[src/rtl/mips_loader_pkg.sv]
// Shared types and constants for the pipe_MIPS32 byte-serial program loader.
package mips_loader_pkg;

    localparam logic [7:0]  LOADER_SYNC_BYTE = 8'hA5;
    localparam int unsigned BYTES_PER_WORD   = 4;
    localparam int unsigned BYTE_CNT_W       = $clog2(BYTES_PER_WORD);

    typedef enum logic [2:0] {
        StIdle,
        StCntHi,
        StCntLo,
        StData,
        StChk,
        StStart,
        StError
    } loader_state_e;

    // A frame may carry between 1 and 2**addr_w words.
    function automatic logic count_valid(input logic [15:0] n, input int unsigned addr_w);
        return (n != 16'd0) && ({16'd0, n} <= (32'd1 << addr_w));
    endfunction

endpackage

[src/rtl/loader_word_asm.sv]
// Big-endian byte-to-word assembler; flags the strobe that completes each 32-bit word.
module loader_word_asm
    import mips_loader_pkg::*;
(
    input  logic        i_clk,
    input  logic        i_rst,
    input  logic [7:0]  i_byte,
    input  logic        i_strobe,
    input  logic        i_clear,
    output logic [31:0] o_word,
    output logic        o_word_done
);

    logic [23:0]           r_shift;
    logic [BYTE_CNT_W-1:0] r_cnt;

    always_ff @(posedge i_clk or posedge i_rst) begin
        if (i_rst) begin
            r_shift <= '0;
            r_cnt   <= '0;
        end else if (i_clear) begin
            r_shift <= '0;
            r_cnt   <= '0;
        end else if (i_strobe) begin
            r_shift <= {r_shift[15:0], i_byte};
            r_cnt   <= r_cnt + BYTE_CNT_W'(1);
        end
    end

    // The completing byte is merged combinationally so the parent can register the word.
    assign o_word      = {r_shift, i_byte};
    assign o_word_done = i_strobe && (r_cnt == BYTE_CNT_W'(BYTES_PER_WORD - 1));

endmodule

[src/rtl/mips_prog_loader.sv]
// Framed boot loader: writes a program image into instruction memory, then starts the core.
// Optional CHK byte verification is enabled by defining LOADER_CHECKSUM_EN.
module mips_prog_loader
    import mips_loader_pkg::*;
#(
    parameter int unsigned ADDR_W    = 10,
    parameter int unsigned DATA_W    = 32,
    parameter logic [7:0]  SYNC_BYTE = LOADER_SYNC_BYTE
) (
    input  logic              clk1,
    input  logic              reset,
    input  logic              rx_valid,
    input  logic [7:0]        rx_data,
    output logic              rx_ready,
    output logic              mem_we,
    output logic [ADDR_W-1:0] mem_addr,
    output logic [DATA_W-1:0] mem_wdata,
    output logic              core_halt,
    output logic              core_start,
    output logic              busy,
    output logic              done,
    output logic              err
);

    loader_state_e     r_state;
    loader_state_e     w_state_next;
    logic [7:0]        r_cnt_hi;
    logic [ADDR_W-1:0] r_last_idx;
    logic [ADDR_W-1:0] r_word_idx;
    logic              r_mem_we;
    logic [ADDR_W-1:0] r_mem_addr;
    logic [DATA_W-1:0] r_mem_wdata;
    logic              r_halt;
    logic              r_busy;
    logic              r_done;
    logic              r_err;

    logic              w_accept;
    logic              w_sync;
    logic              w_data_byte;
    logic [15:0]       w_count;
    logic [31:0]       w_word;
    logic              w_word_done;
    logic              w_last_word;

    assign w_accept    = rx_valid && rx_ready;
    assign w_sync      = (r_state == StIdle) && w_accept && (rx_data == SYNC_BYTE);
    assign w_data_byte = (r_state == StData) && w_accept;
    assign w_count     = {r_cnt_hi, rx_data};
    assign w_last_word = w_word_done && (r_word_idx == r_last_idx);

    loader_word_asm u_word_asm (
        .i_clk       (clk1),
        .i_rst       (reset),
        .i_byte      (rx_data),
        .i_strobe    (w_data_byte),
        .i_clear     (w_sync),
        .o_word      (w_word),
        .o_word_done (w_word_done)
    );

`ifdef LOADER_CHECKSUM_EN
    logic [7:0] r_chk;

    always_ff @(posedge clk1 or posedge reset) begin
        if (reset) begin
            r_chk <= '0;
        end else if (w_sync) begin
            r_chk <= '0;
        end else if (w_data_byte) begin
            r_chk <= r_chk ^ rx_data;
        end
    end
`endif

    always_ff @(posedge clk1 or posedge reset) begin
        if (reset) begin
            r_state <= StIdle;
        end else begin
            r_state <= w_state_next;
        end
    end

    always_comb begin
        w_state_next = r_state;
        unique case (r_state)
            StIdle: begin
                if (w_sync) w_state_next = StCntHi;
            end
            StCntHi: begin
                if (w_accept) w_state_next = StCntLo;
            end
            StCntLo: begin
                if (w_accept) begin
                    w_state_next = count_valid(w_count, ADDR_W) ? StData : StError;
                end
            end
            StData: begin
                if (w_last_word) begin
`ifdef LOADER_CHECKSUM_EN
                    w_state_next = StChk;
`else
                    w_state_next = StStart;
`endif
                end
            end
`ifdef LOADER_CHECKSUM_EN
            StChk: begin
                if (w_accept) w_state_next = (rx_data == r_chk) ? StStart : StError;
            end
`endif
            StStart: w_state_next = StIdle;
            StError: w_state_next = StIdle;
            default: w_state_next = StIdle;
        endcase
    end

    always_comb begin
        rx_ready   = 1'b1;
        core_start = 1'b0;
        if (r_state == StStart) begin
            rx_ready   = 1'b0;
            core_start = 1'b1;
        end else if (r_state == StError) begin
            rx_ready   = 1'b0;
        end
    end

    always_ff @(posedge clk1 or posedge reset) begin
        if (reset) begin
            r_cnt_hi   <= '0;
            r_last_idx <= '0;
            r_word_idx <= '0;
        end else begin
            if (r_state == StCntHi && w_accept) r_cnt_hi <= rx_data;
            if (r_state == StCntLo && w_accept) r_last_idx <= ADDR_W'(w_count - 16'd1);
            if (w_sync) begin
                r_word_idx <= '0;
            end else if (w_word_done) begin
                r_word_idx <= r_word_idx + ADDR_W'(1);
            end
        end
    end

    // Memory port is registered: the write appears the cycle after the 4th byte.
    always_ff @(posedge clk1 or posedge reset) begin
        if (reset) begin
            r_mem_we    <= 1'b0;
            r_mem_addr  <= '0;
            r_mem_wdata <= '0;
        end else begin
            r_mem_we <= w_word_done;
            if (w_word_done) begin
                r_mem_addr  <= r_word_idx;
                r_mem_wdata <= DATA_W'(w_word);
            end
        end
    end

    // Status flags change on entry to START/ERROR so they are visible during that cycle.
    always_ff @(posedge clk1 or posedge reset) begin
        if (reset) begin
            r_halt <= 1'b1;
            r_busy <= 1'b0;
            r_done <= 1'b0;
            r_err  <= 1'b0;
        end else begin
            if (w_sync) begin
                r_halt <= 1'b1;
                r_busy <= 1'b1;
                r_done <= 1'b0;
                r_err  <= 1'b0;
            end
            if (w_state_next == StStart) begin
                r_halt <= 1'b0;
                r_busy <= 1'b0;
                r_done <= 1'b1;
            end
            if (w_state_next == StError) begin
                r_busy <= 1'b0;
                r_err  <= 1'b1;
            end
        end
    end

    assign mem_we    = r_mem_we;
    assign mem_addr  = r_mem_addr;
    assign mem_wdata = r_mem_wdata;
    assign core_halt = r_halt;
    assign busy      = r_busy;
    assign done      = r_done;
    assign err       = r_err;

endmodule
[config.mk]
export PLATFORM = sky130hd
export DESIGN_NAME = mips_prog_loader
export DESIGN_NICKNAME = d
export VERILOG_FILES = /design/src/rtl/mips_loader_pkg.sv /design/src/rtl/loader_word_asm.sv /design/src/rtl/mips_prog_loader.sv
export SDC_FILE = /design/constraint.sdc
export NUM_CORES = 1
export LEC_CHECK = 0
export ABC_AREA = 1
export ABC_CLOCK_PERIOD_IN_PS = 2200
export BUFFER_PORTS_ARGS = -buffer_cell sky130_fd_sc_hd__clkbuf_2
export CAP_MARGIN = 10
export CORE_MARGIN = 2
export CORE_UTILIZATION = 50
export DETAILED_ROUTE_END_ITERATION = 16
export PLACE_DENSITY = 0.76
export SETUP_SLACK_MARGIN = 0.05
export SYNTH_ARGS = -nofsm -noshare
export SYNTH_HDL_FRONTEND = slang
export SYNTH_HIERARCHICAL = 1
export SYNTH_SLANG_ARGS = --single-unit
[constraint.sdc]
create_clock -name clk1 -period 2.2 [get_ports clk1]
set_input_delay 0.33 -clock clk1 [delete_from_list [all_inputs] [get_ports clk1]]
set_output_delay 0.33 -clock clk1 [all_outputs]
set_load 0.01 [all_outputs]
-- After elaboration in Yosys (flattened, before gate mapping)
Cells that the tools add are included.
Widths: inputs -> output; s select.
- reductions and logical operators: 16
- equal/unequal tests: 10
- $add $sub $neg: 3
- order comparisons: 1
- mux-type cells: 21
- operator list (operator ; count):
    $mux 24 ; 2
    $mux 10 ; 2
    $le 16x11->1 const B ; 1
    $reduce_bool 16->1 ; 1
    $mux 3 ; 5
    $eq 3x3->1 const B ; 4
    $pmux 3 s4 ; 1
    $add 10x1->10 const B ; 1
    $eq 10x10->1 ; 1
    $sub 10x1->10 const B ; 1
    $logic_and 1x1->1 ; 9
    $mux 1 ; 9
    $eq 8x8->1 const B ; 1
    $reduce_bool 2->1 ; 4
    $eq 3x2->1 const B ; 2
    $mux 2 ; 2
    $eq 3x1->1 const B ; 1
    $logic_not 3->1 ; 1
    $reduce_bool 3->1 ; 1
    $add 2x1->2 const B ; 1
    $eq 2x2->1 const B ; 1
- word-level logic and storage cells: 64
- flip-flop bits (word level): 104
- input port bits: 11
- output and inout bits: 49

-- Logic depth before layout (Yosys ltp)
Gate-level depths: netlist of the first run.
- depth in word-level cells: 12
- gate-level depth with buffers: 17
- gate-level depth less buffers: 15

-- Hierarchy
Netlist of the first run, hierarchy kept.
- modules (own cells, without submodules) (module ; seq. area each (µm²) ; times used ; area each (µm²) ; cells an instance):
    mips_prog_loader ; 1953.1 ; 1 ; 3668.5 ; 477
    loader_word_asm ; 650.6 ; 1 ; 1132.3 ; 126

-- Least setup slack after synthesis of the first run
No wires, ideal clock.
- path kind: register to register
- start: reg r_state[2]
- end: reg r_busy, in the netlist busy
- buffers on the path: 2
- required time: 2080 ps
- period minus slack after synthesis: 2149 ps
- setup time: 120 ps
- arrival time: 2029 ps
- stages on the path, launching flop included: 17
- path slack: 51 ps
- cell sequence: dfrtp_1 > inv_1 > nand2_1 > nor2_1 > inv_1 > nor2_1 > buf_6 > buf_2 > nand2_1 > inv_1 > inv_2 > o21ai_2 > inv_2 > nor2_1 > nand3_1 > nor2_1 > nor2_1
- word-level cells in the longest chain between the ends: 12
- elaborated cells between the ends (all ways): 24
- classes of those cells: eq/ne: 7; mux: 9; reduce/logical: 8
- RTL lines (what ; RTL line ; source):
    start: declaration ; mips_prog_loader.sv:25 ; loader_state_e r_state;
    start signal: assignment ; mips_prog_loader.sv:78 ; r_state <= StIdle;
    start signal: assignment ; mips_prog_loader.sv:80 ; r_state <= w_state_next;
    $eq 3x3->1 ; mips_prog_loader.sv:124 ; end else if (r_state == StError) begin
    $mux 1 ; mips_prog_loader.sv:124 ;
    $mux 1 ; mips_prog_loader.sv:121 ; if (r_state == StStart) begin
    $logic_and 1x1->1 ; mips_prog_loader.sv:46 ; assign w_accept = rx_valid && rx_ready;
    $logic_and 1x1->1 (*) ; mips_prog_loader.sv:48 ; assign w_data_byte = (r_state == StData) && w_accept;
    named net w_data_byte ; mips_prog_loader.sv:40 ; logic w_data_byte;
    $logic_and 1x1->1 (*) ; loader_word_asm.sv:32 ; assign o_word_done = i_strobe && (r_cnt == BYTE_CNT_W'(BYTES_PER_WORD - 1));
    named net w_word_done ; mips_prog_loader.sv:43 ; logic w_word_done;
    $logic_and 1x1->1 (*) ; mips_prog_loader.sv:50 ; assign w_last_word = w_word_done && (r_word_idx == r_last_idx);
    $mux 3 (*) ; mips_prog_loader.sv:99 ; if (w_last_word) begin
    $pmux 3 s4 (*) ; mips_prog_loader.sv:86 ; unique case (r_state)
    $eq 3x3->1 ; mips_prog_loader.sv:174 ; if (w_state_next == StStart) begin
    $mux 1 ; mips_prog_loader.sv:174 ;
    $mux 1 ; mips_prog_loader.sv:179 ; if (w_state_next == StError) begin
    end signal: assignment ; mips_prog_loader.sv:170 ; r_busy <= 1'b1;
    end signal: assignment ; mips_prog_loader.sv:176 ; r_busy <= 1'b0;
    end signal: assignment ; mips_prog_loader.sv:180 ; r_busy <= 1'b0;
    end: declaration ; mips_prog_loader.sv:34 ; logic r_busy;
Mark *: on every way through the listed nets, which the timed path passes. The rest lies on a longest branch.
A chain may end at the register's enable or synchronous reset.

-- Final worst setup path of the first run
- start: reg r_state[2]
- end: reg r_word_idx[7]
- word-level cells in the longest chain between the ends: 7
- elaborated cells between the ends (all ways): 13
- classes of those cells: eq/ne: 3; mux: 3; reduce/logical: 7
- RTL lines (what ; RTL line ; source):
    $eq 3x3->1 ; mips_prog_loader.sv:124 ;
    $mux 1 ; mips_prog_loader.sv:124 ;
    $mux 1 ; mips_prog_loader.sv:121 ;
    $logic_and 1x1->1 ; mips_prog_loader.sv:46 ;
    $logic_and 1x1->1 (*) ; mips_prog_loader.sv:48 ;
    named net w_data_byte ; mips_prog_loader.sv:40 ;
    $logic_and 1x1->1 (*) ; loader_word_asm.sv:32 ;
    named net w_word_done ; mips_prog_loader.sv:43 ;
    $reduce_bool 2->1 (no source line) (*) ; -- ;
    end signal: assignment ; mips_prog_loader.sv:140 ; r_word_idx <= r_word_idx + ADDR_W'(1);
    end: declaration ; mips_prog_loader.sv:29 ; logic [ADDR_W-1:0] r_word_idx;
Marked as above.

==> results of run 1 <==
-- power groups by stage --
| stage | Combinational [W] | Sequential, W | Clock, W |
|---|---|---|---|
| 2_1_floorplan | 0.000578 | 0.00238 | 0 |
| 3_3_place_gp | 0.000731 | 0.00242 | 0 |
| 3_5_place_dp | 0.000768 | 0.00243 | 0 |
| 4_1_cts | 0.000773 | 0.00239 | 0.00131 |
| 5_1_grt | 0.000921 | 0.00244 | 0.00139 |
| 6_report | 0.000774 | 0.00240 | 0.00129 |
-- final timing paths --
path | startpoint | to | slack, ps
worst max register to register | r_state[2]$_DFF_PP0_ | r_word_idx[7]$_DFFE_PP0P_ | 280
worst min-delay path | reset | u_word_asm/r_shift[17]$_DFFE_PP0P_ | 7
worst min register to register | mem_wdata[10]$_DFFE_PP0P_ | mem_wdata[10]$_DFFE_PP0P_ | 480
max in group asynchronous | reset | core_halt$_DFFE_PP1P_ | 1810
min in group clk1 | rx_data[1] | mem_wdata[1]$_DFFE_PP0P_ | 240
worst max-delay path | r_state[2]$_DFF_PP0_ | r_word_idx[7]$_DFFE_PP0P_ | 280
-- sequential cells by signal, summed over array words and instances (netlist names) --
| register | count |
|---|---|
| done | 1 |
| mem_we | 1 |
| mem_addr | 10 |
| mem_wdata | 32 |
| busy | 1 |
| r_state | 3 |
| core_halt | 1 |
| r_last_idx | 10 |
| u_word_asm/r_cnt | 2 |
| r_word_idx | 10 |
| r_cnt_hi | 8 |
| u_word_asm/r_shift | 24 |
| err | 1 |
-- logic make-up after synthesis --
logic type / after synthesis
xor gates and xnor gates: 6
AOI/OAI and AO/OA: 39
and+or+nand+nor: 373
DFF: 104
adders and majority gates: 5
buffers and inverters: 76
-- critical path, stage by stage (launching register included) --
cell	delay, ps
dfrtp_1	420
inv_2	90
nand2_1	110
nor2_4	130
inv_1	80
nor2_2	100
nand2_1	70
inv_2	110
nand2_2	90
nor2_2	160
nand2_2	80
nor2_4	100
nand3_1	100
nand2_1	90
nand2_1	50
nor2_1	80
-- cell type report --
| class | count | area [um2] | share of cell area (%) |
|---|---|---|---|
| multi-input cells | 423 | 1850 | 34.4 |
| clock inverters | 7 | 95.1 | 1.76 |
| clock buffers | 9 | 124 | 2.29 |
| repair buffers | 68 | 375 | 6.95 |
| flip-flops and latches | 104 | 2600 | 48.2 |
| well taps | 129 | 161 | 2.99 |
| inverters | 48 | 184 | 3.41 |
-- stage by stage --
| stage | std cells | utilization, % |
|---|---|---|
| 2_1_floorplan | 603 | - |
| 3_3_place_gp | 772 | 55.7 |
| 3_5_place_dp | 772 | 55.7 |
| 4_1_cts | 788 | 58.1 |
| 5_1_grt | 788 | 58.1 |
| 6_report | 788 | 58.1 |
-- cells in the final DEF (no fill, tap or decap), types with 2 or more instances in the layout --
cell type and instances:
inv_6 2, inv_2 7, clkbuf_8 9, xor2_1 4
clkbuf_2 59, nand4_1 6, xnor2_1 2, ha_1 5
nor2_1 37, a21oi_1 4, nand3_1 39, o21ai_0 29
nor2_4 4, inv_8 2, dfrtp_1 103, nor3_1 6
nand2_1 272, buf_4 8, nand2_2 2, nor2_2 3
a22oi_1 2, inv_1 39
-- metal layers --
metal	vias to the layer above	track usage [%]	share of wire, %
met4	0	8.00	1.4
met5	-	0	0
met2	90	35.0	47
met1	1908	32.9	47
met3	11	3.35	4.5
li1	1965	-	-
-- repair_timing --
action                     CTS  global route
setup buffers                0             0
setup endpoints to repair    0            16
resized for setup            0             4
hold endpoints to repair     0             0
==> flow_summary.yaml, run 1 <==
run_status:
  status: "completed"
clock_network:
  cts_tree: "built"
  clkTransAtPathRegs_ps: 110
  cts_made_buffers: 9
  clockBufferDepth: 2
  cts_sinks: 104
  htree_levels: 3
  clk_latency_ps: 380
  cts_root_buffer: "clkbuf_8"
  holdBufCountCts: 0
detailed_routing:
  wl_per_cell_um: 13.6
  drc: 0
  firstDrtPassIters: 4
  drtIter0Drc: 222
  vias: 3974
  routed_wl_um: 10700
  ant_nets: 0
  via_per_inst: 5.04
logic_synthesis:
  synth_mux_area_share_pct: 0
  synthSimpleGateAreaFrac_pct: 31.6
  async_flop_share_pct: 100
  synth.distinct_cells: 31
  synth_top_area_share_pct: 53.7
  synth_compound_area_share_pct: 4.38
  yosys.area_share.xor_xnor_pct: 1.09
  yosysMostFrequentCell: "nand2_1"
  synth_adder_area_share_pct: 1.30
  ys_seq_elements: 104
  synth_top_family_by_area: "simple AND/OR/NAND/NOR gates"
  syn-num-nets: 619
  synth-edff-count: 0
  netlist_instances: 603
  ys.flop_type: "dfrtp_1"
  ys_seq_area_share_pct: 54.2
  synth_area_leaders: "dfrtp_1 54%, nand2_1 21%, nand3_1 4.1%"
  yosysTopAreaCell: "dfrtp_1"
  avgSynthCellArea_um2: 7.96
  synth_area_mm2: 0.00480
  synth_common_cells: "272 x nand2_1, 103 x dfrtp_1, 42 x inv_1"
  yosysWarnings: 6
global_route:
  antenna_found_initial: 0
  grt_pass1_wl_um: 18400
  grt_max_degree: 79
  track_usage_pct: 22.6
  gr-total-overflow: 0
  grt_pass1_vias: 3798
timing:
  final.setup.tns_ps: 0
  timing.final.crit_period_ps: 1920
  setup_violations: 0
  fin_skew_ps: 8.39
  slew_viol_final: 0
  min_period_over_period_pct: 87.1
  max_freq_mhz: 522
  grt_setup_unrepaired: "false"
  hold-worst-slack_ps: 7.01
  finalHoldViolCount: 0
  slew_headroom_pct: 68.1
  max_slew.worst_pin.slew_ps: 478
  layout_setup_ws_ps: 284
setup_path:
  crit_type: "reg -> reg"
  cp_data_required_time_ps: 2520
  cp-start-kind: "register"
  cp.arrival_ps: 2230
  reg2reg_depth: 15
  worstSetupEndpointType: "register"
  cp_max_fo: 5
job:
  max_cap_viol_count: 0
power_and_ir_drop:
  p_seq_share_pct: 53.8
  p_int_w: 0.00303
  vdd_drop_max_mv: 0.461
  power.switching_w: 0.00144
  power_w: 0.00447
  power_density_mw_per_mm2: 828
  clkPwrFrac_pct: 28.9
  pwr-share-comb_pct: 17.3
  sw_frac_of_total_pct: 32.3
  p_leak_nw: 3.03
layout:
  nets: 670
  fillers: 876
  drive_gt1_share_pct: 15.9
  syn2layout_area_growth_pct: 12.4
  post-route-cell-area_mm2: 0.00540
  diodes: 0
die:
  die_h_um: 102
  fp.dieW_um: 102
  initial_core_util_pct: 51.7
  core_area_mm2: 0.00928
  io_pins: 60
  dieArea_mm2: 0.0104
  rows: 35
place:
  portBuffers: 59
  pre_cts_slack_ps: 148
  dpl.hpwl_um: 7550
  postPlaceCellArea_mm2: 0.00517
  globalplace.congestion: 0.940
min_path:
  hold_class: "in -> async"
Power figures use the tool's default switching activity.
==> run 2, diff against run 1 <==
REMOVE_ABC_BUFFERS = 1   (was default)
==> run 2 against run 1 <==
Effect of this change:
- power fell by 1.8%
- sequential power barely moved
- core utilization barely moved
- combinational power is 2% lower
- critical path depth fell by 1
- fmax decreased by 1.3%
- final cell count rose by 0.25%
- die area stayed put
- largest cell class unchanged
- largest power group unchanged
- highest routed layer unchanged
==> flow_summary.yaml, run 2 (synthesis results as in run 1) <==
die:
  dieArea_mm2: 0.0104
  die_h_um: 102
  initial_core_util_pct: 51.7
  core_area_mm2: 0.00928
  rows: 35
  io_pins: 60
  fp.dieW_um: 102
detailed_routing:
  drc: 0
  firstDrtPassIters: 5
  routed_wl_um: 10300
  via_per_inst: 5.00
  wl_per_cell_um: 13.1
  drtIter0Drc: 234
  vias: 3952
  ant_nets: 0
global_route:
  grt_pass1_wl_um: 17700
  antenna_found_initial: 0
  grt_max_degree: 46
  gr-total-overflow: 0
  grt_pass1_vias: 3785
  track_usage_pct: 21.4
setup_path:
  path_cells: "inv_2 -> nand2_1 -> nor2_4 -> inv_1 -> nor2_2 -> nand2_1 -> inv_2 -> inv_2 -> o21ai_2 -> inv_2 -> nor2_1 -> nand3_1 -> nor2_1 -> nor2_1"
  cp-startpoint: "r_state[2]$_DFF_PP0_"
  cp_slowest_cell: "dfrtp_1"
  cp_data_required_time_ps: 2470
  cp_common_cell: "inv_2"
  cp-start-kind: "register"
  cpPeakStageDelay_ps: 420
  crit_type: "reg -> reg"
  worstSetupEndpointType: "register"
  cp.arrival_ps: 2210
  r2r-start: "r_state[2]$_DFF_PP0_"
  cp_max_fo: 9
layout:
  largest_register_ffs: 32
  drive_gt1_share_pct: 15.9
  syn2layout_area_growth_pct: 12.4
  final-instance-count-excl-fill: 790
  mostFrequentLayoutCell: "nand2_1"
  post-route-cell-area_mm2: 0.00540
  final_cell_mix: "272 x nand2_1, 103 x dfrtp_1, 59 x clkbuf_2, 39 x inv_1, 39 x nand3_1"
  nets: 672
  diodes: 0
  final_util_pct: 58.1
timing:
  setup_violations: 0
  slew_viol_final: 0
  grt_setup_unrepaired: "false"
  final.setup.tns_ps: 0
  max_slew.worst_pin.slew_ps: 565
  fin_skew_ps: 17.7
  min_period_over_period_pct: 88.2
  max_freq_mhz: 515
  finalHoldViolCount: 0
  timing.final.crit_period_ps: 1940
  slew_headroom_pct: 62.3
power_and_ir_drop:
  vdd_drop_max_mv: 0.467
  power_w: 0.00439
  p_leak_nw: 3.03
  power_density_mw_per_mm2: 813
min_path:
  worstHoldStart: "rx_data[0]"
  hold_class: "in -> reg"
place:
  portBuffers: 59
  placed_cells: 772
  globalplace.congestion: 0.870
  dpl.hpwl_um: 7390
  postPlaceCellArea_mm2: 0.00517
clock_network:
  cts_tree: "built"
  clk_latency_ps: 370
  htree_levels: 3
  cts_root_buffer: "clkbuf_8"
  cts_made_buffers: 9
  clkTransAtPathRegs_ps: 110
  cts_sinks: 104
  clockBufferDepth: 2
run_status:
  status: "completed"
job:
  max_cap_viol_count: 0
## run 2: cell count changes in the layout (fill, tap and decap cells not counted), sizes merged
cell         change
clkbuf           +1
buf              +1
clkinv           -1
dlygate4sd3      +1
## run 2: stage by stage
step           hold WS, ps  setup WS, ps
2_1_floorplan          370         -1580
3_3_place_gp           360           152
3_5_place_dp           374          18.9
4_1_cts                265           112
5_1_grt                281          57.1
6_report               277           259
## run 2: cell type report
cell class | instances | area (um2)
tap | 129 | 161
multi-input combinational | 423 | 1850
inverter | 48 | 180
clock buffer | 10 | 128
clock inverter | 6 | 75.1
sequential | 104 | 2600
fill | 845 | 3890
timing repair buffer | 70 | 393
## run 2: timing repair
action / CTS / global route
resized for setup: 1 / 3
hold buffers: 1 / 0
endpoints found under the hold margin: 19 / 0
endpoints found under the setup margin: 4 / 18
cloned: 0 / 0
buffers inserted: 0 / 1
## run 2: worst max-delay path, delay by kind of cell (launching register included)
kind,cells,cell delay (ps)
AO/OA/AOI/OAI,1,170
buffers and inverters,5,440
flip-flops,1,420
AND/OR/NAND/NOR,8,810
## run 2: per-layer routing
layer  track usage, %  wire length, um  up-vias
met5                0                0        -
met1             30.1             4750     1885
met2             34.6             4950       97
met3             2.67              479        9
met4             7.28              127        0
li1                 -                -     1961
## run 2: worst paths after layout
kind	endpoint	slack, ps	cells after the start
hold reg to reg	mem_wdata[26]$_DFFE_PP0P_	480	2
hold / removal	u_word_asm/r_shift[0]$_DFFE_PP0P_	280	3
setup / recovery	busy$_DFFE_PP0P_	260	14
setup reg to reg	busy$_DFFE_PP0P_	260	14
max in group asynchronous	core_halt$_DFFE_PP1P_	1060	4
min in group asynchronous	mem_wdata[8]$_DFFE_PP0P_	500	3
## run 2: power by group
part | switching, W | internal [W]
sequential | 0.000214 | 0.00218
clock | 0.000685 | 0.000545
combinational | 0.000476 | 0.000284
total | 0.00138 | 0.00301
==> run 3, diff against run 2 <==
ABC_CLOCK_PERIOD_IN_PS = 2100   (was 2200)
PLACE_DENSITY = 0.7   (was 0.76)
REMOVE_ABC_BUFFERS = default   (was 1)
clock period = 2.1 ns   (was 2.2 ns; I/O delays follow)
==> run 3 against run 2 <==
Effect of this change:
- sequential share of layout area shrank 0.25 points
- worst hold slack lost 37 ps
- clock-buffer cell count is the same
- routed wire length grew 4.1%
- setup slack lost 74 ps
- via count shrank 0.38%
- final cell count grew 0.25%
- flip-flop and latch count is the same
- die area is the same
- register-to-register slack lost 70 ps
- critical path type unchanged
- largest cell class unchanged
- largest power group unchanged
==> flow_summary.yaml, run 3 (synthesis results as in run 1) <==
run_status:
  status: "completed"
setup_path:
  cp.arrival_ps: 2190
  cp_data_required_time_ps: 2370
  crit_type: "reg -> reg"
  cp-start-kind: "register"
  worstSetupEndpointType: "register"
  reg2reg_depth: 12
  cp_max_fo: 31
min_path:
  hold_depth: 3
  hold_class: "in -> reg"
global_route:
  grt_pass1_vias: 3745
  antenna_found_initial: 0
  track_usage_pct: 22.4
  grt_max_degree: 44
  gr-total-overflow: 0
  grt_pass1_wl_um: 18100
clock_network:
  clk_latency_ps: 370
  clkTransAtPathRegs_ps: 100
  clockBufferDepth: 2
  cts_sinks: 104
  cts_tree: "built"
  htree_levels: 3
  cts_made_buffers: 9
  cts_root_buffer: "clkbuf_8"
detailed_routing:
  routed_wl_um: 10700
  drt-met1-wl_um: 5160
  drc: 0
  ant_nets: 0
  drtIter0Drc: 244
  wl_met3_um: 513
  vias: 3937
  highest_layer: "met4"
  wl_per_cell_um: 13.6
  via_per_inst: 4.97
  met2_length_um: 4860
  firstDrtPassIters: 5
die:
  dieArea_mm2: 0.0104
  core_area_mm2: 0.00928
  fp.dieW_um: 102
  die_h_um: 102
  initial_core_util_pct: 51.7
  io_pins: 60
  rows: 35
layout:
  final_util_pct: 58.4
  largest_register_ffs: 32
  syn2layout_area_growth_pct: 13.0
  final_cell_mix: "272 x nand2_1, 103 x dfrtp_1, 59 x clkbuf_2, 39 x inv_1, 39 x nand3_1"
  multiInputGateArea_mm2: 0.00186
  nets: 674
  diodes: 0
  drive_gt1_share_pct: 16.6
  fillers: 899
  mostFrequentLayoutCell: "nand2_1"
  regArea_mm2: 0.00260
power_and_ir_drop:
  vdd_drop_max_mv: 0.418
  power.switching_w: 0.00147
  pwr-share-comb_pct: 18.0
  p_int_w: 0.00308
  p_leak_nw: 3.04
  sw_frac_of_total_pct: 32.4
  power_density_mw_per_mm2: 840
  clkPwrFrac_pct: 26.9
  p_seq_share_pct: 55.1
timing:
  max_slew.worst_pin.slew_ps: 548
  slew_viol_final: 0
  min_period_over_period_pct: 91.2
  hold-worst-slack_ps: 240
  max_freq_mhz: 522
  slew_headroom_pct: 63.4
  setup_violations: 0
  timing.final.crit_period_ps: 1920
  finalHoldViolCount: 0
  grt_setup_unrepaired: "false"
  fin_skew_ps: 8.01
place:
  dpl.hpwl_um: 7690
  portBuffers: 59
  globalplace.congestion: 0.925
job:
  max_cap_viol_count: 0
[run 3: cell count changes in the layout (fill, tap and decap cells not counted), moves of 2 or more]
cell	before	now
buf_4	9	11
inv_6	2	4
inv_4	0	2
inv_2	8	5
nor2_1	37	35
[run 3: power groups by stage]
stage	sequential (W)	combinational, W	clock (W)
finish	0.00251	0.000819	0.00122
global route	0.00255	0.000964	0.00134
CTS	0.00251	0.000808	0.00126
detailed placement	0.00254	0.000801	0
global placement	0.00253	0.000775	0
floorplan	0.00249	0.000608	0
[run 3: what timing repair did]
action / 4_1_cts / 5_1_grt
resized for setup: 2 / 5
setup buffers: 1 / 2
hold endpoints to repair: 7 / 0
hold buffers: 1 / 0
endpoints found under the setup margin: 7 / 17
[run 3: routing by layer]
metal  up-vias  GRT usage (%)
met2       105           34.1
met4         0           8.51
met3        14           3.42
met1      1845           32.8
li1       1973              -
met5         -              0
[run 3: through the flow]
stage / total power, W / setup slack [ps] / setup TNS, ps / instance area [um2] / std cells
2_1_floorplan: 0.00310 / 86.8 / 0 / 4810 / 603
3_3_place_gp: 0.00331 / 75.0 / 0 / 5170 / 772
3_5_place_dp: 0.00335 / -39.4 / -39.4 / 5170 / 772
4_1_cts: 0.00457 / 99.8 / 0 / 5390 / 790
5_1_grt: 0.00485 / 19.9 / 0 / 5420 / 792
6_report: 0.00455 / 185 / 0 / 5420 / 792
[run 3: critical path: stages, from the launching register on]
cell,delay [ps]
dfrtp_1,420
inv_2,100
nand2_1,100
nor2_4,130
inv_1,80
nor2_2,100
nand2_1,90
inv_4,110
buf_4,320
nand2_1,110
xor2_1,150
nand2_1,60
inv_1,40
[run 3: worst paths after layout]
kind	startpoint	endpoint	slack, ps
min	rx_data[0]	mem_wdata[0]$_DFFE_PP0P_	240
min reg2reg	mem_wdata[25]$_DFFE_PP0P_	mem_wdata[25]$_DFFE_PP0P_	480
min in group asynchronous	reset	mem_wdata[12]$_DFFE_PP0P_	420
max	r_state[2]$_DFF_PP0_	r_word_idx[2]$_DFFE_PP0P_	180
max in group asynchronous	reset	core_halt$_DFFE_PP1P_	1110
max reg2reg	r_state[2]$_DFF_PP0_	r_word_idx[2]$_DFFE_PP0P_	180
[run 3: layout make-up]
type	count	share of cell area, %
Inverter	48	3.48
Tap cell	129	2.98
Clock buffer	10	2.54
Multi-Input combinational cell	423	34.4
Clock inverter	6	1.08
Sequential cell	104	48.0
Timing Repair Buffer	72	7.52
